`src/rtl/mixer_pkg.sv`:
```
// Shared types and default sizing for the mixer LO sequencer.
package mixer_pkg;

  localparam int DEF_DIV_W    = 8;
  localparam int DEF_DWELL_W  = 12;
  localparam int DEF_DEAD_CYC = 1;

  typedef enum logic [1:0] {
    IDLE    = 2'd0,
    INT     = 2'd1,
    HANDOFF = 2'd2,
    EXT     = 2'd3
  } lo_state_t;

endpackage

```
`src/rtl/mixer_lo_sequencer_sync2.sv`:
```
// Two-flop synchronizer for the asynchronous external LO pad inputs.
module sync2 (
  input  logic clk,
  input  logic rst,
  input  logic d,
  output logic q
);

  logic meta;

  always_ff @(posedge clk or posedge rst) begin
    if (rst) begin
      meta <= 1'b0;
      q    <= 1'b0;
    end else begin
      meta <= d;
      q    <= meta;
    end
  end

endmodule

```
`src/rtl/mixer_lo_sequencer.sv`:
```
// Non-overlapping differential LO generator with ratio sweep and glitch-free
// handover to a synchronized external LO.
//
// state   | meaning
// IDLE    | outputs 0/0, waiting for run or external select
// INT     | internal LO running from cur_div
// HANDOFF | both outputs low for DEAD_CYC cycles before external pass-through
// EXT     | synchronized external LO passed through, overlap forced to 0/0
module mixer_lo_sequencer
  import mixer_pkg::*;
#(
  parameter int DIV_W    = DEF_DIV_W,
  parameter int DWELL_W  = DEF_DWELL_W,
  parameter int DEAD_CYC = DEF_DEAD_CYC
) (
  input  logic               clk,
  input  logic               rst,
  input  logic               run,
  input  logic               sweep_en,
  input  logic [DIV_W-1:0]   div_start,
  input  logic [DIV_W-1:0]   div_stop,
  input  logic [DWELL_W-1:0] dwell,
  input  logic               ext_lo_en,
  input  logic               ext_lo_p,
  input  logic               ext_lo_n,
  output logic               lo_p,
  output logic               lo_n,
  output logic [DIV_W-1:0]   cur_div,
  output logic               busy,
  output logic               wrap
);

  localparam logic [DIV_W-1:0] DEAD_V  = DIV_W'(DEAD_CYC);
  localparam logic [DIV_W-1:0] DIV_MIN = DIV_W'(DEAD_CYC + 1);

  function automatic logic [DIV_W-1:0] clamp_div(input logic [DIV_W-1:0] d);
    return (d < DIV_MIN) ? DIV_MIN : d;
  endfunction

  logic ext_lo_en_s, ext_lo_p_s, ext_lo_n_s;

  sync2 u_sync_en (.clk(clk), .rst(rst), .d(ext_lo_en), .q(ext_lo_en_s));
  sync2 u_sync_p  (.clk(clk), .rst(rst), .d(ext_lo_p),  .q(ext_lo_p_s));
  sync2 u_sync_n  (.clk(clk), .rst(rst), .d(ext_lo_n),  .q(ext_lo_n_s));

  lo_state_t          state, state_nxt;
  logic [DIV_W-1:0]   cnt, cnt_nxt;
  logic               phase, phase_nxt;
  logic [DIV_W-1:0]   cur_div_nxt;
  logic [DWELL_W-1:0] dwell_cnt, dwell_nxt;
  logic               lo_p_nxt, lo_n_nxt, wrap_nxt;
  logic               load_int;

  logic [DIV_W-1:0]   start_c, stop_c;
  logic               sweep_up, sweep_dn, at_stop;
  logic               half_end, boundary;

  assign start_c  = clamp_div(div_start);
  assign stop_c   = clamp_div(div_stop);
  assign sweep_up = (stop_c > start_c);
  assign sweep_dn = (stop_c < start_c);
  // Overshoot (cur_div already past stop) is treated as reaching it.
  assign at_stop  = sweep_up ? (cur_div >= stop_c) :
                    sweep_dn ? (cur_div <= stop_c) : 1'b1;
  assign half_end = (cnt == cur_div - 1'b1);
  assign boundary = half_end && phase;

  always_comb begin
    state_nxt   = state;
    cnt_nxt     = cnt;
    phase_nxt   = phase;
    cur_div_nxt = cur_div;
    dwell_nxt   = dwell_cnt;
    wrap_nxt    = 1'b0;
    load_int    = 1'b0;
    lo_p_nxt    = 1'b0;
    lo_n_nxt    = 1'b0;

    case (state)
      IDLE: begin
        if (ext_lo_en_s) begin
          state_nxt = EXT;
        end else if (run) begin
          load_int = 1'b1;
        end
      end

      INT: begin
        if (half_end) begin
          cnt_nxt   = '0;
          phase_nxt = ~phase;
        end else begin
          cnt_nxt = cnt + 1'b1;
        end
        if (!sweep_en) begin
          dwell_nxt = '0;
        end
        if (boundary) begin
          if (ext_lo_en_s) begin
            state_nxt = HANDOFF;
            phase_nxt = 1'b0;
          end else if (!run) begin
            state_nxt = IDLE;
            phase_nxt = 1'b0;
          end else if (sweep_en) begin
            if (dwell_cnt == dwell) begin
              dwell_nxt = '0;
              if (sweep_up || sweep_dn) begin
                if (at_stop) begin
                  cur_div_nxt = start_c;
                  wrap_nxt    = 1'b1;
                end else if (sweep_up) begin
                  cur_div_nxt = cur_div + 1'b1;
                end else begin
                  cur_div_nxt = cur_div - 1'b1;
                end
              end
            end else begin
              dwell_nxt = dwell_cnt + 1'b1;
            end
          end
        end
      end

      HANDOFF: begin
        if (cnt == DEAD_V - 1'b1) begin
          state_nxt = EXT;
          cnt_nxt   = '0;
        end else begin
          cnt_nxt = cnt + 1'b1;
        end
      end

      EXT: begin
        if (!ext_lo_en_s) begin
          if (run) begin
            load_int = 1'b1;
          end else begin
            state_nxt = IDLE;
          end
        end
      end

      default: state_nxt = IDLE;
    endcase

    // Fresh INT start: counter 0 in phase P gives the leading dead window.
    if (load_int) begin
      state_nxt   = INT;
      cur_div_nxt = start_c;
      dwell_nxt   = '0;
      cnt_nxt     = '0;
      phase_nxt   = 1'b0;
    end

    case (state_nxt)
      INT: begin
        if (cnt_nxt >= DEAD_V) begin
          lo_p_nxt = ~phase_nxt;
          lo_n_nxt = phase_nxt;
        end
      end
      EXT: begin
        lo_p_nxt = ext_lo_p_s & ~ext_lo_n_s;
        lo_n_nxt = ext_lo_n_s & ~ext_lo_p_s;
      end
      default: ;
    endcase
  end

  always_ff @(posedge clk or posedge rst) begin
    if (rst) begin
      state     <= IDLE;
      cnt       <= '0;
      phase     <= 1'b0;
      cur_div   <= '0;
      dwell_cnt <= '0;
      lo_p      <= 1'b0;
      lo_n      <= 1'b0;
      wrap      <= 1'b0;
    end else begin
      state     <= state_nxt;
      cnt       <= cnt_nxt;
      phase     <= phase_nxt;
      cur_div   <= cur_div_nxt;
      dwell_cnt <= dwell_nxt;
      lo_p      <= lo_p_nxt;
      lo_n      <= lo_n_nxt;
      wrap      <= wrap_nxt;
    end
  end

  assign busy = (state != IDLE);

endmodule

```
`config.mk`:
```
export PLATFORM = sky130hd
export DESIGN_NAME = mixer_lo_sequencer
export DESIGN_NICKNAME = d
export VERILOG_FILES = /design/src/rtl/mixer_pkg.sv /design/src/rtl/mixer_lo_sequencer_sync2.sv /design/src/rtl/mixer_lo_sequencer.sv
export SDC_FILE = /design/constraint.sdc
export NUM_CORES = 1
export LEC_CHECK = 0
export CORE_AREA = 2 2 111 113
export CTS_CLUSTER_DIAMETER = 30
export DETAILED_ROUTE_END_ITERATION = 7
export DIE_AREA = 0 0 113 115
export GPL_TIMING_DRIVEN = 0
export SYNTH_ARGS = -nofsm -noshare
export SYNTH_HDL_FRONTEND = slang
export SYNTH_HIERARCHICAL = 1
export SYNTH_SLANG_ARGS = --single-unit
```
`constraint.sdc`:
```
create_clock -name clk -period 3.64 [get_ports clk]
set_input_delay 0.728 -clock clk [delete_from_list [all_inputs] [get_ports clk]]
set_output_delay 0.728 -clock clk [all_outputs]
set_load 0.005 [all_outputs]
```
==> results of run 1 <==
==> path summary, 6_finish.rpt <==
path	startpoint	to	cells past startpoint
setup / recovery	div_start[3]	cur_div[2]	13
min in group asynchronous	rst	u_sync_n/q	2
max in group asynchronous	rst	dwell_cnt[5]	2
hold / removal	u_sync_n/meta	u_sync_n/q	0
hold reg to reg	u_sync_n/meta	u_sync_n/q	0
setup reg to reg	cur_div[0]	lo_p	15
==> flip-flops by register name, summed over array words and instances, names as in the netlist <==
register        flops
cnt                 8
cur_div             8
dwell_cnt          12
lo_n                1
lo_p                1
phase               1
state               2
u_sync_en/meta      1
u_sync_en/q         1
u_sync_n/meta       1
u_sync_n/q          1
u_sync_p/meta       1
u_sync_p/q          1
wrap                1
==> cells in the mapped netlist, drive strengths merged (2+ instances only) <==
library cell	n
dfrtp	40
o21ai	40
inv	38
nor2	36
a21oi	30
ha	27
nand2	27
clkbuf	18
xor2	17
and3	14
nor3	10
nand3	9
nand3b	9
nand4	8
xnor2	8
nand2b	7
nor4	7
a21o	5
a31oi	5
and2	5
buf	5
mux2i	5
nor2b	5
o21a	5
a22oi	4
o22ai	4
a211oi	3
mux2	3
or2	3
or3	3
a2111oi	2
a41oi	2
and4	2
nor3b	2
o2111ai	2
o2bb2ai	2
or4	2
==> per-stage QoR <==
| step | hold WS (ns) | instance area [µm²] | TNS (ns) |
|---|---|---|---|
| finish | 0.3517 | 4462 | 0 |
| global route | 0.3499 | 4462 | 0 |
| CTS | 0.3539 | 4369 | 0 |
| detailed placement | 0.3413 | 4101 | -9.539 |
| global placement | 0.3379 | 4101 | -7.917 |
| floorplan | 0.3312 | 3457 | 0 |
==> power by group through the flow <==
stage | Sequential [mW] | Clock [mW] | Combinational [mW]
after global placement | 0.649 | 0 | 1.29
after CTS | 0.641 | 0.533 | 1.38
after global routing | 0.655 | 0.550 | 1.59
after detailed placement | 0.647 | 0 | 1.31
after floorplan | 0.611 | 0 | 0.941
final | 0.644 | 0.518 | 1.44
==> per-layer routing <==
| layer | vias up | routed length, µm | global-route usage, % |
|---|---|---|---|
| li1 | 1658 | - | - |
| met2 | 110 | 4460 | 25.47 |
| met1 | 1628 | 4480 | 19.01 |
| met5 | - | 0 | 0 |
| met3 | 25 | 378 | 1.740 |
| met4 | 0 | 229 | 4.797 |
==> critical path, delay by kind of cell <==
family	cells	cell delay (ns)
AOI/OAI and AO/OA	7	1.24
adders and majority gates	1	0.31
buffers and inverters	2	0.66
muxes	1	0.32
and+or+nand+nor	2	0.41
==> logic make-up (layout without fill, tap and decap cells) <==
logic type / Yosys count / after routing / share of synthesized area, %
multiplexers: 8 / 8 / 2.425
adder cells (fa/ha/maj): 27 / 27 / 9.772
AND/OR/NAND/NOR: 151 / 151 / 22.95
XOR/XNOR: 25 / 25 / 6.334
flip-flops: 40 / 40 / 28.95
AO/OA/AOI/OAI: 119 / 119 / 22.44
buffers and inverters: 61 / 123 / 7.130
==> what timing repair did <==
action | in CTS | in global routing
endpoints found under the setup margin | 21 | 18
resized for setup | 12 | 20
gates cloned | 0 | 0
buffers inserted | 6 | 3
pin swaps | 5 | 6
==> layout make-up <==
| class | count | share of cell area (%) |
|---|---|---|
| inverter | 38 | 3.197 |
| clock buffer | 5 | 2.804 |
| buffer | 22 | 2.412 |
| tap | 147 | 4.122 |
| timing repair buffer | 55 | 11.95 |
| multi-input combinational | 330 | 52.05 |
| clock inverter | 3 | 1.038 |
| sequential | 40 | 22.43 |
==> impl_metrics.csv, run 1 <==
group,metric,value,unit
synth,ys_seq_area_share,28.95,%
clock_tree,h-tree-depth,2,
sta,setup_slack,0.1775,ns
critical_path,crit_slowest_cell,"clkdlybuf4s50_1",
power,p_sw_share,42.60,%
placed_design,portBuffers,46,
synth,synth_edf_count,0,
synth,ys_types,64,
cells_and_area,regArea,1001,µm²
critical_path,rrSetupSlack,0.24,ns
cells_and_area,final_cell_mix,"clkdlybuf4s50_1 (44), dfrtp_1 (40), inv_1 (37)",
critical_path,critPathLaunchType,"input pin",
sta,worst_slew_pin_slew,0.7565,ns
sta,max_freq,0.2888,GHz
sta,finalCritPeriodShare,95.12,%
global_route,grt_start_max_net_pins,35,
synth,syn_area_per_cell,8.021,µm²
global_route,grt_pass1_vias,3354,
clock_tree,cts_sinks,40,
sta,fin_skew,0.01247,ns
placed_design,dp.cells,624,
global_route,overflow,0,
global_route,grt.total_usage,14.65,%
clock_tree,worstSkewPairLatency,0.29,ns
power,ir_drop,235.8,µV
clock_tree,clkTransAtPathRegs,0.07,ns
placed_design,dp_hpwl,6965,µm
power,pwr-share-comb,55.3,%
synth,synth_top_area_share,28.95,%
critical_path,cp_max_fo,4,
clock_tree,cts_tree,"built",
routing,drc,4,
synth,synth_area_leaders,"dfrtp_1 (29%), ha_1 (9.8%), o21ai_0 (4.8%), a21oi_1 (4.3%), xor2_1 (4.3%)",
clock_tree,cts_root_buf,"clkbuf_16",
synth,ys.flop_type,"dfrtp_1",
cells_and_area,multi_input_area,2322,µm²
floorplanning,rows,40,
routing,vias,3421,
critical_path,crit_type,"input pin to flip-flop",
cells_and_area,stdcell_count,640,
floorplanning,die_area,13000,µm²
power,finalPower,2.599,mW
floorplanning,ios,47,
sta,relSlewSlack,49.49,%
cells_and_area,area_growth,29.06,%
power,leakage,1.980,nW
clock_tree,clk_path_buf_depth,2,
synth,synth_cells,431,
critical_path,end_kind,"flip-flop",
routing,wire_per_inst,14.92,µm
sta,rsz0062_at_grt,"false",
cells_and_area,utilization,37.78,%
global_route,grt_pass1_wl,15810,µm
cells_and_area,fillers,1203,
routing,first_pass_iters,7,
floorplanning,die_y,115,µm
worst_hold_path,hp-class,"flip-flop to flip-flop",
clock_tree,postCtsHoldBufs,0,
floorplanning,dieWidth,113,µm
synth,yosysWarnings,6,
synth,ys_ff_latch,40,
clock_tree,numCtsBuffers,5,
synth,synth_async_sr_flop_share,100.0,%
sta,finalHoldViolations,0,
run_status,status,"finished with violations",
routing,wirelength,9549,µm
cells_and_area,nets,554,
sta,setup_viol,0,
placed_design,gp_congestion,0.9001,
cells_and_area,layout_commonest_cell,"clkdlybuf4s50_1",
cells_and_area,drive_gt1_share,10.55,%
synth,syn_area,3457,µm²
routing,via_per_inst,5.345,
synth,syn-num-nets,493,
job,timing.max_cap.violations,0,
power,p_int,1.492,mW
sta,slew_viol_final,0,
power,p_per_area,582.4,nW/µm²
critical_path,path_cells,"clkdlybuf4s50_1, nor4_4, a21oi_1, ha_1, nor2b_1, o21a_1, o21a_2, o211ai_4, a211oi_2, o21ai_4, buf_4, mux2_2, o2bb2ai_1",
critical_path,required,3.86,ns
floorplanning,start_util,29.27,%
cells_and_area,diodes,0,
routing,drt_first_iter_violations,283,
critical_path,slowest_delay,0.50,ns
power,switchingPower,1.107,mW
synth,yosysTopAreaCell,"dfrtp_1",
critical_path,worstPathArrival,3.68,ns
power,seqPwrFrac,24.8,%
placed_design,post-place-ws,-1.019,ns
floorplanning,placeableCoreArea,11810,µm²
power,clockPowerShare,19.9,%
run_status,failed_checks,"DRC",
global_route,grt_antenna_before_repair,0,
sta,finalWorstPathRequiredPeriod,3.462,ns
routing,ant_nets,0,
No activity file was read; power rests on OpenSTA's default activity.
==> run 2, diff against run 1 <==
PLACE_DENSITY = 0.48   (was not set)
==> impl_metrics.csv, run 2 (synthesis results as in run 1) <==
group,metric,value,unit
run_status,status,"finished with violations",
run_status,failed_checks,"DRC",
routing,via_per_inst,5.124,
routing,ant_nets,0,
routing,wirelength,9457,µm
critical_path,cp_max_fo,5,
clock_tree,cts_tree,"built",
sta,slew_viol_final,0,
cells_and_area,top_regs,"dwell_cnt: 12 flops, cnt: 8 flops, cur_div: 8 flops",
placed_design,post-place-ws,-1.151,ns
worst_hold_path,hp-class,"flip-flop to flip-flop",
global_route,grt_start_max_net_pins,35,
routing,drt_first_iter_violations,191,
job,timing.max_cap.violations,0,
cells_and_area,utilization,37.70,%
floorplanning,ios,47,
routing,drc,4,
global_route,grt_antenna_before_repair,0,
cells_and_area,drive_gt1_share,10.39,%
critical_path,crit_type,"input pin to flip-flop",
sta,max_freq,0.2884,GHz
power,leakage,1.958,nW
floorplanning,die_area,13000,µm²
clock_tree,cts_root_buf,"clkbuf_16",
floorplanning,die_y,115,µm
critical_path,critPathLaunchType,"input pin",
cells_and_area,layout_commonest_cell,"clkdlybuf4s50_1",
clock_tree,numCtsBuffers,5,
critical_path,slowest_delay,0.46,ns
sta,finalWorstPathRequiredPeriod,3.467,ns
routing,vias,3269,
cells_and_area,area_growth,28.81,%
sta,worst_slew_pin_slew,0.7916,ns
clock_tree,clkTransAtPathRegs,0.07,ns
power,p_per_area,579.9,nW/µm²
floorplanning,placeableCoreArea,11810,µm²
sta,setup_slack,0.1730,ns
clock_tree,cts_sinks,40,
cells_and_area,nets,552,
cells_and_area,diodes,0,
sta,finalHoldViolations,0,
placed_design,portBuffers,46,
sta,finalCritPeriodShare,95.25,%
global_route,overflow,0,
clock_tree,postCtsHoldBufs,0,
sta,fin_skew,0.005926,ns
cells_and_area,largest_register_ffs,12,
power,ir_drop,229.9,µV
global_route,grt_pass1_wl,15500,µm
global_route,grt_pass1_vias,3074,
floorplanning,dieWidth,113,µm
clock_tree,clk_path_buf_depth,2,
sta,rsz0062_at_grt,"false",
global_route,grt.total_usage,14.83,%
floorplanning,rows,40,
routing,first_pass_iters,7,
cells_and_area,stdcell_count,638,
placed_design,dp.cells,624,
critical_path,required,3.85,ns
floorplanning,start_util,29.27,%
clock_tree,worstSkewPairLatency,0.29,ns
sta,finalSetupTns,0,ns
sta,relSlewSlack,47.15,%
placed_design,gp_congestion,0.8129,
sta,setup_viol,0,
critical_path,path_cells,"clkdlybuf4s50_1, nor4_4, a21oi_1, ha_1, nor2b_1, o21a_1, o21a_2, o211ai_4, a211oi_4, o21ai_4, buf_4, mux2_2, o2bb2ai_1",
critical_path,crit_slowest_cell,"clkdlybuf4s50_1",
critical_path,end_kind,"flip-flop",
cells_and_area,largest-register,"dwell_cnt",
clock_tree,h-tree-depth,2,
critical_path,worstPathArrival,3.67,ns
cells_and_area,final_cell_mix,"clkdlybuf4s50_1 (45), dfrtp_1 (40), inv_1 (37)",
placed_design,dp_hpwl,7197,µm
routing,wire_per_inst,14.82,µm
## run 2: cell count changes in the layout (fill, tap and decap cells not counted), moves of 2 or more
cell	change
dlymetal6s2s_1	-2
a21oi_1	-2
a21oi_2	+2
buf_4	-2
## run 2: what timing repair did
action                                  4_1_cts  5_1_grt
resized for setup                            18       18
buffers inserted                              5        2
pin swaps                                     4        6
endpoints found under the setup margin       21       17
## run 2: metrics by stage
stage	hold slack, ns	instance area, µm²	total power, mW
after global placement	0.3342	4101	1.970
after CTS	0.3503	4375	2.554
after detailed placement	0.3356	4101	1.971
after global routing	0.3505	4453	2.812
after floorplan	0.3312	3457	1.552
final	0.3448	4453	2.582
## run 2: final timing paths
kind | start | to | slack (ns) | depth (start not counted)
setup / recovery | div_start[2] | cur_div[2] | 0.17 | 13
hold / removal | u_sync_n/meta | u_sync_n/q | 0.34 | 0
setup reg to reg | cur_div[0] | cur_div[3] | 0.29 | 15
hold reg to reg | u_sync_n/meta | u_sync_n/q | 0.34 | 0
max in group asynchronous | rst | cur_div[3] | 2.15 | 2
min in group asynchronous | rst | u_sync_n/q | 0.69 | 2
## run 2: worst max-delay path, delay by kind of cell
kind / cells / cell delay (ns)
adders and majority gates: 1 / 0.32
muxes: 1 / 0.32
AOI/OAI and AO/OA: 7 / 1.24
and+or+nand+nor: 2 / 0.45
buffers and inverters: 2 / 0.63
## run 2: power by group
| part | internal [mW] | switching, mW | total (mW) |
|---|---|---|---|
| registers | 0.522 | 0.116 | 0.638 |
| logic | 0.640 | 0.791 | 1.43 |
| clock network | 0.322 | 0.190 | 0.513 |
## run 2: final cells by class
class,instances,area [µm²]
Clock buffer,5,125.1
Inverter,38,142.6
Multi-Input combinational cell,330,2338
Timing Repair Buffer,53,511.7
Tap cell,147,183.9
Clock inverter,3,42.54
Buffer,22,107.6
Fill cell,1223,7358
Sequential cell,40,1001
## run 2: per-layer routing
| metal | track usage (%) | up-vias | wire (µm) |
|---|---|---|---|
| met2 | 24.11 | 61 | 4471 |
| met3 | 2.214 | 5 | 323 |
| li1 | - | 1646 | - |
| met5 | 0 | - | 0 |
| met4 | 3.902 | 0 | 79 |
| met1 | 20.70 | 1557 | 4582 |
